**config.mk**
```make
export PLATFORM = sky130hd
export DESIGN_NAME = exec_issue_ctrl
export DESIGN_NICKNAME = d
export VERILOG_FILES = /design/src/rtl/exec_issue_ctrl.sv
export SDC_FILE = /design/constraint.sdc
export NUM_CORES = 1
export LEC_CHECK = 0
export ABC_AREA = 1
export BUFFER_PORTS_ARGS = -buffer_cell sky130_fd_sc_hd__buf_2
export CAP_MARGIN = 20
export CORE_UTILIZATION = 25
export DETAILED_ROUTE_END_ITERATION = 6
export GPL_TIMING_DRIVEN = 0
export PLACE_DENSITY_LB_ADDON = 0.15
export SETUP_SLACK_MARGIN = 0.2
export SLEW_MARGIN = 20
export SYNTH_ARGS = -nofsm -noshare
export SYNTH_HDL_FRONTEND = slang
export SYNTH_SLANG_ARGS = --single-unit
```
**constraint.sdc**
```tcl
create_clock -name I_CLOCK -period 2.58 [get_ports I_CLOCK]
set_input_delay 0.258 -clock I_CLOCK [delete_from_list [all_inputs] [get_ports I_CLOCK]]
set_output_delay 0.258 -clock I_CLOCK [all_outputs]
set_load 0.01 [all_outputs]
```
**src/rtl/exec_issue_ctrl.sv**
```systemverilog
// Issue control for the execute stage: register/CC scoreboard, hazard detection and branch FSM.
// Optional feature: define EXIC_WB_BYPASS_EN to let a source that retires at WB this cycle count as ready.
module exec_issue_ctrl (
    input  logic       I_CLOCK,
    input  logic       I_RESET,
    input  logic       I_DE_Valid,
    input  logic [3:0] I_Src1Idx,
    input  logic [3:0] I_Src2Idx,
    input  logic       I_Src1Used,
    input  logic       I_Src2Used,
    input  logic [3:0] I_DestRegIdx,
    input  logic       I_RegWEn,
    input  logic       I_CCWEn,
    input  logic       I_CCRead,
    input  logic       I_IsBranch,
    input  logic       I_BrResolved,
    input  logic       I_BrTaken,
    input  logic       I_WB_RegWEn,
    input  logic [3:0] I_WB_DestRegIdx,
    input  logic       I_WB_CCWEn,
    input  logic       I_GPUStallSignal,
    output logic       O_Issue_Signal,
    output logic       O_Stall_Signal,
    output logic       O_Flush,
    output logic [1:0] O_State
);

    localparam logic [1:0] ST_RUN     = 2'd0;
    localparam logic [1:0] ST_BR_WAIT = 2'd1;
    localparam logic [1:0] ST_FLUSH   = 2'd2;

    localparam logic [1:0] CNT_MAX    = 2'd3;

`ifdef EXIC_WB_BYPASS_EN
    localparam bit BYPASS_EN = 1'b1;
`else
    localparam bit BYPASS_EN = 1'b0;
`endif

    logic [1:0]  reg_cnt [16];
    logic [1:0]  cc_cnt;
    logic [1:0]  state;
    logic [1:0]  state_nxt;
    logic        flush_q;

    logic        src1_wb_hit;
    logic        src2_wb_hit;
    logic        src1_busy;
    logic        src2_busy;
    logic        cc_busy;
    logic        dest_full;
    logic        cc_full;
    logic        hazard;
    logic        issue;
    logic [15:0] reg_inc;
    logic [15:0] reg_dec;
    logic        cc_inc;
    logic        cc_dec;

    // A pending write is resolved either when the counter has drained, or (with bypass)
    // when the last outstanding write retires at WB in this very cycle.
    function automatic logic cnt_ready(input logic [1:0] cnt, input logic wb_hit);
        return (cnt == 2'd0) || (BYPASS_EN && (cnt == 2'd1) && wb_hit);
    endfunction

    // Simultaneous issue and retire cancel; the counter saturates at both ends.
    function automatic logic [1:0] cnt_next(input logic [1:0] cnt, input logic inc, input logic dec);
        logic [1:0] nxt;
        nxt = cnt;
        if (inc && !dec && (cnt != CNT_MAX))
            nxt = cnt + 2'd1;
        else if (dec && !inc && (cnt != 2'd0))
            nxt = cnt - 2'd1;
        return nxt;
    endfunction

    always_comb begin
        src1_wb_hit = I_WB_RegWEn && (I_WB_DestRegIdx == I_Src1Idx);
        src2_wb_hit = I_WB_RegWEn && (I_WB_DestRegIdx == I_Src2Idx);
        src1_busy   = I_Src1Used && !cnt_ready(reg_cnt[I_Src1Idx], src1_wb_hit);
        src2_busy   = I_Src2Used && !cnt_ready(reg_cnt[I_Src2Idx], src2_wb_hit);
        cc_busy     = I_CCRead   && !cnt_ready(cc_cnt, I_WB_CCWEn);
        dest_full   = I_RegWEn   && (reg_cnt[I_DestRegIdx] == CNT_MAX);
        cc_full     = I_CCWEn    && (cc_cnt == CNT_MAX);
        hazard      = src1_busy || src2_busy || cc_busy || dest_full || cc_full;
    end

    assign issue = (state == ST_RUN) && I_DE_Valid && !hazard && !I_GPUStallSignal && !I_RESET;

    always_comb begin
        if (I_RESET)
            O_Stall_Signal = 1'b0;
        else if (state == ST_BR_WAIT)
            O_Stall_Signal = 1'b1;
        else
            O_Stall_Signal = I_DE_Valid && !issue;
    end

    always_comb begin
        // NOTE: every combinational output gets a default first so no path can infer a latch.
        reg_inc = '0;
        reg_dec = '0;
        if (issue && I_RegWEn)
            reg_inc = 16'd1 << I_DestRegIdx;
        if (I_WB_RegWEn)
            reg_dec = 16'd1 << I_WB_DestRegIdx;
        cc_inc = issue && I_CCWEn;
        cc_dec = I_WB_CCWEn;
    end

    // Branch FSM; a stall from the GPU stage never holds it back.
    always_comb begin
        state_nxt = state;
        case (state)
            ST_RUN: begin
                if (issue && I_IsBranch)
                    state_nxt = ST_BR_WAIT;
            end
            ST_BR_WAIT: begin
                if (I_BrResolved)
                    state_nxt = I_BrTaken ? ST_FLUSH : ST_RUN;
            end
            ST_FLUSH: state_nxt = ST_RUN;
            default:  state_nxt = ST_RUN;
        endcase
    end

    // The whole pipeline front end samples on the falling clock edge.
    always_ff @(negedge I_CLOCK) begin
        // NOTE: sequential state uses non-blocking assignments so every register sees pre-edge values.
        if (I_RESET) begin
            state   <= ST_RUN;
            flush_q <= 1'b0;
        end else begin
            state   <= state_nxt;
            flush_q <= (state_nxt == ST_FLUSH);
        end
    end

    always_ff @(negedge I_CLOCK) begin
        // NOTE: the counter array is architectural state (a stale count would block issue forever), so it is reset.
        if (I_RESET) begin
            for (int i = 0; i < 16; i++)
                reg_cnt[i] <= 2'd0;
            cc_cnt <= 2'd0;
        end else begin
            for (int i = 0; i < 16; i++)
                reg_cnt[i] <= cnt_next(reg_cnt[i], reg_inc[i], reg_dec[i]);
            cc_cnt <= cnt_next(cc_cnt, cc_inc, cc_dec);
        end
    end

    assign O_Issue_Signal = issue;
    assign O_Flush        = flush_q;
    assign O_State        = state;

endmodule

```
* After elaboration in Yosys (flattened, before gate mapping) *
Memory sizes are Yosys's and may differ from the RTL's.
Index checks and enable logic that the tools add are counted.

word-level totals
  memory bits (writable) = 32
  register bits = 5
  memories kept = 1
  output and inout port bits = 5
  bits of input ports = 30

memories
  name     words  bits a word  read ports  clocked after Yosys merged registers in  write ports  line  text
  reg_cnt  16     2            19          0                                        16           40    logic [1:0] reg_cnt [16];

cells by class
  bitwise operators = 16
  reduce and logical (&&, ||, !) cells = 148
  equal/unequal tests = 21
  $add $sub $neg = 34
  muxes and demuxes = 77
  shift operators = 2

operators by type and width
  operator              number
  $mux 2                69
  $logic_and 1x1->1     81
  $logic_not 1->1       41
  $reduce_bool 2->1     18
  $add 2x1->2 const B   17
  $ne 2x2->1 const B    17
  $sub 2x1->2 const B   17
  $mux 16               2
  $shl 1x4->16 const A  2
  $or 1x1->1            16
  $logic_not 2->1       4
  $eq 2x2->1 const B    3
  $mux 1                5
  $logic_or 1x1->1      4
  $pmux 2 s2            1
  $eq 2x1->1 const B    1

* Longest topological paths before layout *
An unclocked memory read counts as a cell.

  depth after elaboration = 21
  mapped depth = 17
  gate-level depth less buffers = 15

==> results by group <==
Synth
  • Most used flip-flop cell after synthesis: sky130_fd_sc_hd__dfxtp_1
  • Cell with the most instances after synthesis: sky130_fd_sc_hd__nand2_1
  • YS warnings: 0
  • Top cell type's share of synthesized area: 0.2422
  • Number of enable flip-flop cells after synthesis: 0
  • Cell type contributing the most total cell area after synthesis: sky130_fd_sc_hd__nand2_1
  • Commonest cells in the netlist: 205 x sky130_fd_sc_hd__nand2_1, 77 x sky130_fd_sc_hd__inv_1, 76 x sky130_fd_sc_hd__nand3_1, 68 x sky130_fd_sc_hd__nor2_1, 37 x sky130_fd_sc_hd__dfxtp_1
  • Net count after synthesis: between 600 and 700
  • Post-synthesis register bit count: 37
  • Cell count after synthesis: a little under 600
  • Post-synthesis cell type count: 24
  • Synth area leaders: sky130_fd_sc_hd__nand2_1 24%, sky130_fd_sc_hd__dfxtp_1 23%, sky130_fd_sc_hd__nand3_1 12%, sky130_fd_sc_hd__inv_1 9.1%, sky130_fd_sc_hd__nor2_1 8.0%
  • Total standard cell area after synthesis: 3177 um^2
  • Portion of the post-synthesis area used by sequential elements: 0.2332
  • Share of async-settable or async-resettable flops after synthesis: 0
  • Per-instance average area after synthesis: 5.496 um^2

Timing
  • Normalized max-slew margin: 0.3115
  • Endpoints failing setup: 37
  • Final setup skew: 21.34 ps
  • Crit path setup slack, layout: -864.2 ps
  • Endpoints failing hold: 0
  • Actual slew at the worst max-slew pin: approximately 1000 ps
  • RSZ-0062 raised after global routing: yes
  • Number of pins with negative max-slew slack in the final report: 0

Die
  • Die Wd: 114.7 um
  • Die height: 114.7 um
  • Standard-cell row count: 40
  • Top-level I/O count: 35
  • Initial Utilization: 0.2601
  • Area of the placeable core: about 12000 um^2
  • Area of the die: 13160 um^2

Flow run
  • Maximum Capacitance Violations: 0

Pwr
  • Leakage power of the design: between 2 and 2.5 nW
  • Worst vdd ir: 0.3321 mV
  • Pwr per Cell Area: 374.6 nW/um^2
  • Sum of internal, switching and leakage power: 1.965 mW

Clock network
  • Clock transition time at the flip-flop clock pins of the worst setup and hold paths: 40 ps
  • H-tree levels: 2
  • Clock Sink Count: 37
  • CTS tree: yes
  • Clk root buf: sky130_fd_sc_hd__clkbuf_16
  • Clock Tree Buf Depth: 2
  • CTS buffer count: 5
  • Clock network latency to the later pin of the worst-skew pair: 370 ps

Final layout
  • Area used by multi-input combinational logic: 2820 um^2
  • Area taken by flip-flops and latches: 804.5 um^2
  • Filler instances: approximately 1300
  • Final antenna diode count: 0
  • Share of post-route cells with drive strength above 1: 0.4093
  • Number of nets in the final layout: 718
  • Number of non-filler instances in the completed layout: 857
  • Signed area change from the synthesized netlist to the final layout: 65.14%
  • Final non-filler cell area: 5246 um^2

Route
  • Iter 0 DRT Violations: 168
  • Wire length reported by the detailed router: 12650 um
  • Via count: 4134
  • Mean number of vias per cell: 4.824
  • Total iterations of the first detailed-routing run: 4
  • DRT antenna net count: 0
  • Routed length per placed instance: between 10 and 15 um
  • DRC: 0

Critical path
  • Worst reg-to-reg path cell count: 19
  • Worst-path cell with the longest stage delay: sky130_fd_sc_hd__nand2_4
  • Critical-path cell list: buf_8 -> clkinvlp_4 -> nand2_4 -> nor2_1 -> nor2_1 -> nand2_1 -> nand3_1 -> nand3_2 -> nand3_4 -> nand2_4 -> nor2_8 -> buf_6 -> buf_6 -> buf_8 -> buf_12 -> buf_12 -> nand3_4 -> nand3_2 -> nand3_1 -> nand2_1 -> nor2_1
  • Reg-to-Reg Start: reg_cnt[14][1]
  • Internal reg-to-reg setup slack: 340 ps
  • Most repeated library cell on the critical path: sky130_fd_sc_hd__nor2_1
  • Slowest cell delay on critical path: 190 ps
  • Type of the worst setup path: primary input to flip-flop
  • Required time of the worst setup path: between 1500 and 2000 ps
  • Critical register-to-register path endpoint: reg_cnt[9][0]
  • Top fanout value on the critical path: 8
  • CP startpoint kind: primary input
  • CP endpoint kind: flip-flop
  • Signal arrival time at the worst endpoint: roughly 2400 ps

Global routing
  • Antenna violations before repair: 0
  • Aggregate global-route resource usage: 0.1943
  • Via count of the first global-routing pass: between 3000 and 4000
  • Maximum number of pins on one net before global-route repair: 13
  • Remaining global-route overflow: 0
  • Wire length of the first global-routing pass: 19610 um

Outcome
  • Failing checks: negative setup slack
  • Status: finished, violations left

Min path
  • Hold endpoint: reg_cnt[14][1]
  • Hold crit path type: flip-flop to flip-flop
  • Number of instances on the worst hold path: 2
  • Startpoint of the tightest hold check path: reg_cnt[14][1]

Place
  • Area post-placement: 3736 um^2
  • Placed Cells incl. Taps: 777
  • IO Port Bufs: 31
  • Dpl hpwl: 8486 um
  • Global placement routability congestion: 0.8328
## area by class of cell
cell class	instances	area share
clock inverter	40	0.03959
tap	168	0.04007
buffer	16	0.02790
sequential	37	0.1534
timing repair buffer	67	0.1159
multi-input combinational	443	0.5376
clock buffer	5	0.02385
inverter	81	0.06177
## how the worst max path moves through the flow
stage,startpoint,endpoint,slack [ps],depth (start not counted)
CTS,reg_cnt[4][0],O_Stall_Signal,-820,12
finish,I_DestRegIdx[0],reg_cnt[9][0],-860,21
floorplan,I_DestRegIdx[0],reg_cnt[6][0],-480,17
global route,I_DestRegIdx[0],reg_cnt[8][0],-970,21
global placement,I_DestRegIdx[1],reg_cnt[10][0],-1250,17
detailed placement,I_DestRegIdx[1],reg_cnt[8][0],-1210,17
## cells in the final DEF, fill, tap and decap left out, types with 7 or more instances in the layout
cell                      netlist  layout
sky130_fd_sc_hd__nor2_1        68      51
sky130_fd_sc_hd__a21oi_1       33      17
sky130_fd_sc_hd__dfxtp_2        0      21
sky130_fd_sc_hd__nand3_1       76      29
sky130_fd_sc_hd__buf_2          7      32
sky130_fd_sc_hd__buf_4          1      22
sky130_fd_sc_hd__nand2_4        0       8
sky130_fd_sc_hd__nor2_2         0       7
sky130_fd_sc_hd__nand4_4        0      11
sky130_fd_sc_hd__dfxtp_4        0      10
sky130_fd_sc_hd__inv_1         77      96
sky130_fd_sc_hd__buf_6          2      10
sky130_fd_sc_hd__nor2_4         0      10
sky130_fd_sc_hd__nand3_2        0      31
sky130_fd_sc_hd__buf_12         0       7
sky130_fd_sc_hd__nand2_1      205     175
sky130_fd_sc_hd__a21oi_2        1      17
sky130_fd_sc_hd__inv_2          2      13
sky130_fd_sc_hd__nor3_1        24      24
sky130_fd_sc_hd__nand3_4        0      16
sky130_fd_sc_hd__nand2_2        1      23
## worst max-delay path, delay by kind of cell
family	cells	cell delay, ps
buf+inv	7	830
simple gates	14	1290
## logic make-up (layout without fill, tap and decap cells)
group / Yosys count / count (layout) / share of synthesized area
buffers and inverters: 98 / 209 / 0.1280
AND/OR/NAND/NOR: 396 / 396 / 0.5628
AO/OA/AOI/OAI: 47 / 47 / 0.07602
flip-flops: 37 / 37 / 0.2332
## stage by stage
step / utilization / setup TNS, ps / setup slack [ps] / hold slack (ps)
after floorplan: - / -16020 / -482.9 / 431.9
after global placement: 0.3059 / -43380 / -1251 / 444.5
after detailed placement: 0.3059 / -42310 / -1214 / 444.7
after CTS: 0.3983 / -25940 / -821.6 / 449.2
after global routing: 0.4296 / -32700 / -972.0 / 473.8
final: 0.4296 / -29310 / -864.2 / 471.4
## repair_timing
item	CTS	global route
gates resized for setup	134	88
cloned	4	0
setup endpoints to repair	38	39
hold buffers	0	0
endpoints found under the hold margin	0	0
buffers inserted	23	9
pin swaps	55	52
## routing by layer
layer  GRT usage  routed length, um  vias to the layer above
li1            -                  -                     2066
met1      0.2352               5160                     1918
met2      0.3184               6145                      113
met3     0.04817                810                       37
met4      0.1022                533                        0
met5           0                  0                        -
## where the power goes
part / leakage, nW / switching, mW / internal, mW
registers: 0.317 / 0.00184 / 0.567
clock network: 0.291 / 0.439 / 0.633
logic: 1.70 / 0.202 / 0.122
total: 2.31 / 0.643 / 1.32
## sequential cells by signal, summed over array words and instances, names as in the netlist
| name | count |
|---|---|
| O_Flush | 1 |
| O_State | 2 |
| cc_cnt | 2 |
| reg_cnt | 32 |
Power figures use the tool's default switching activity.
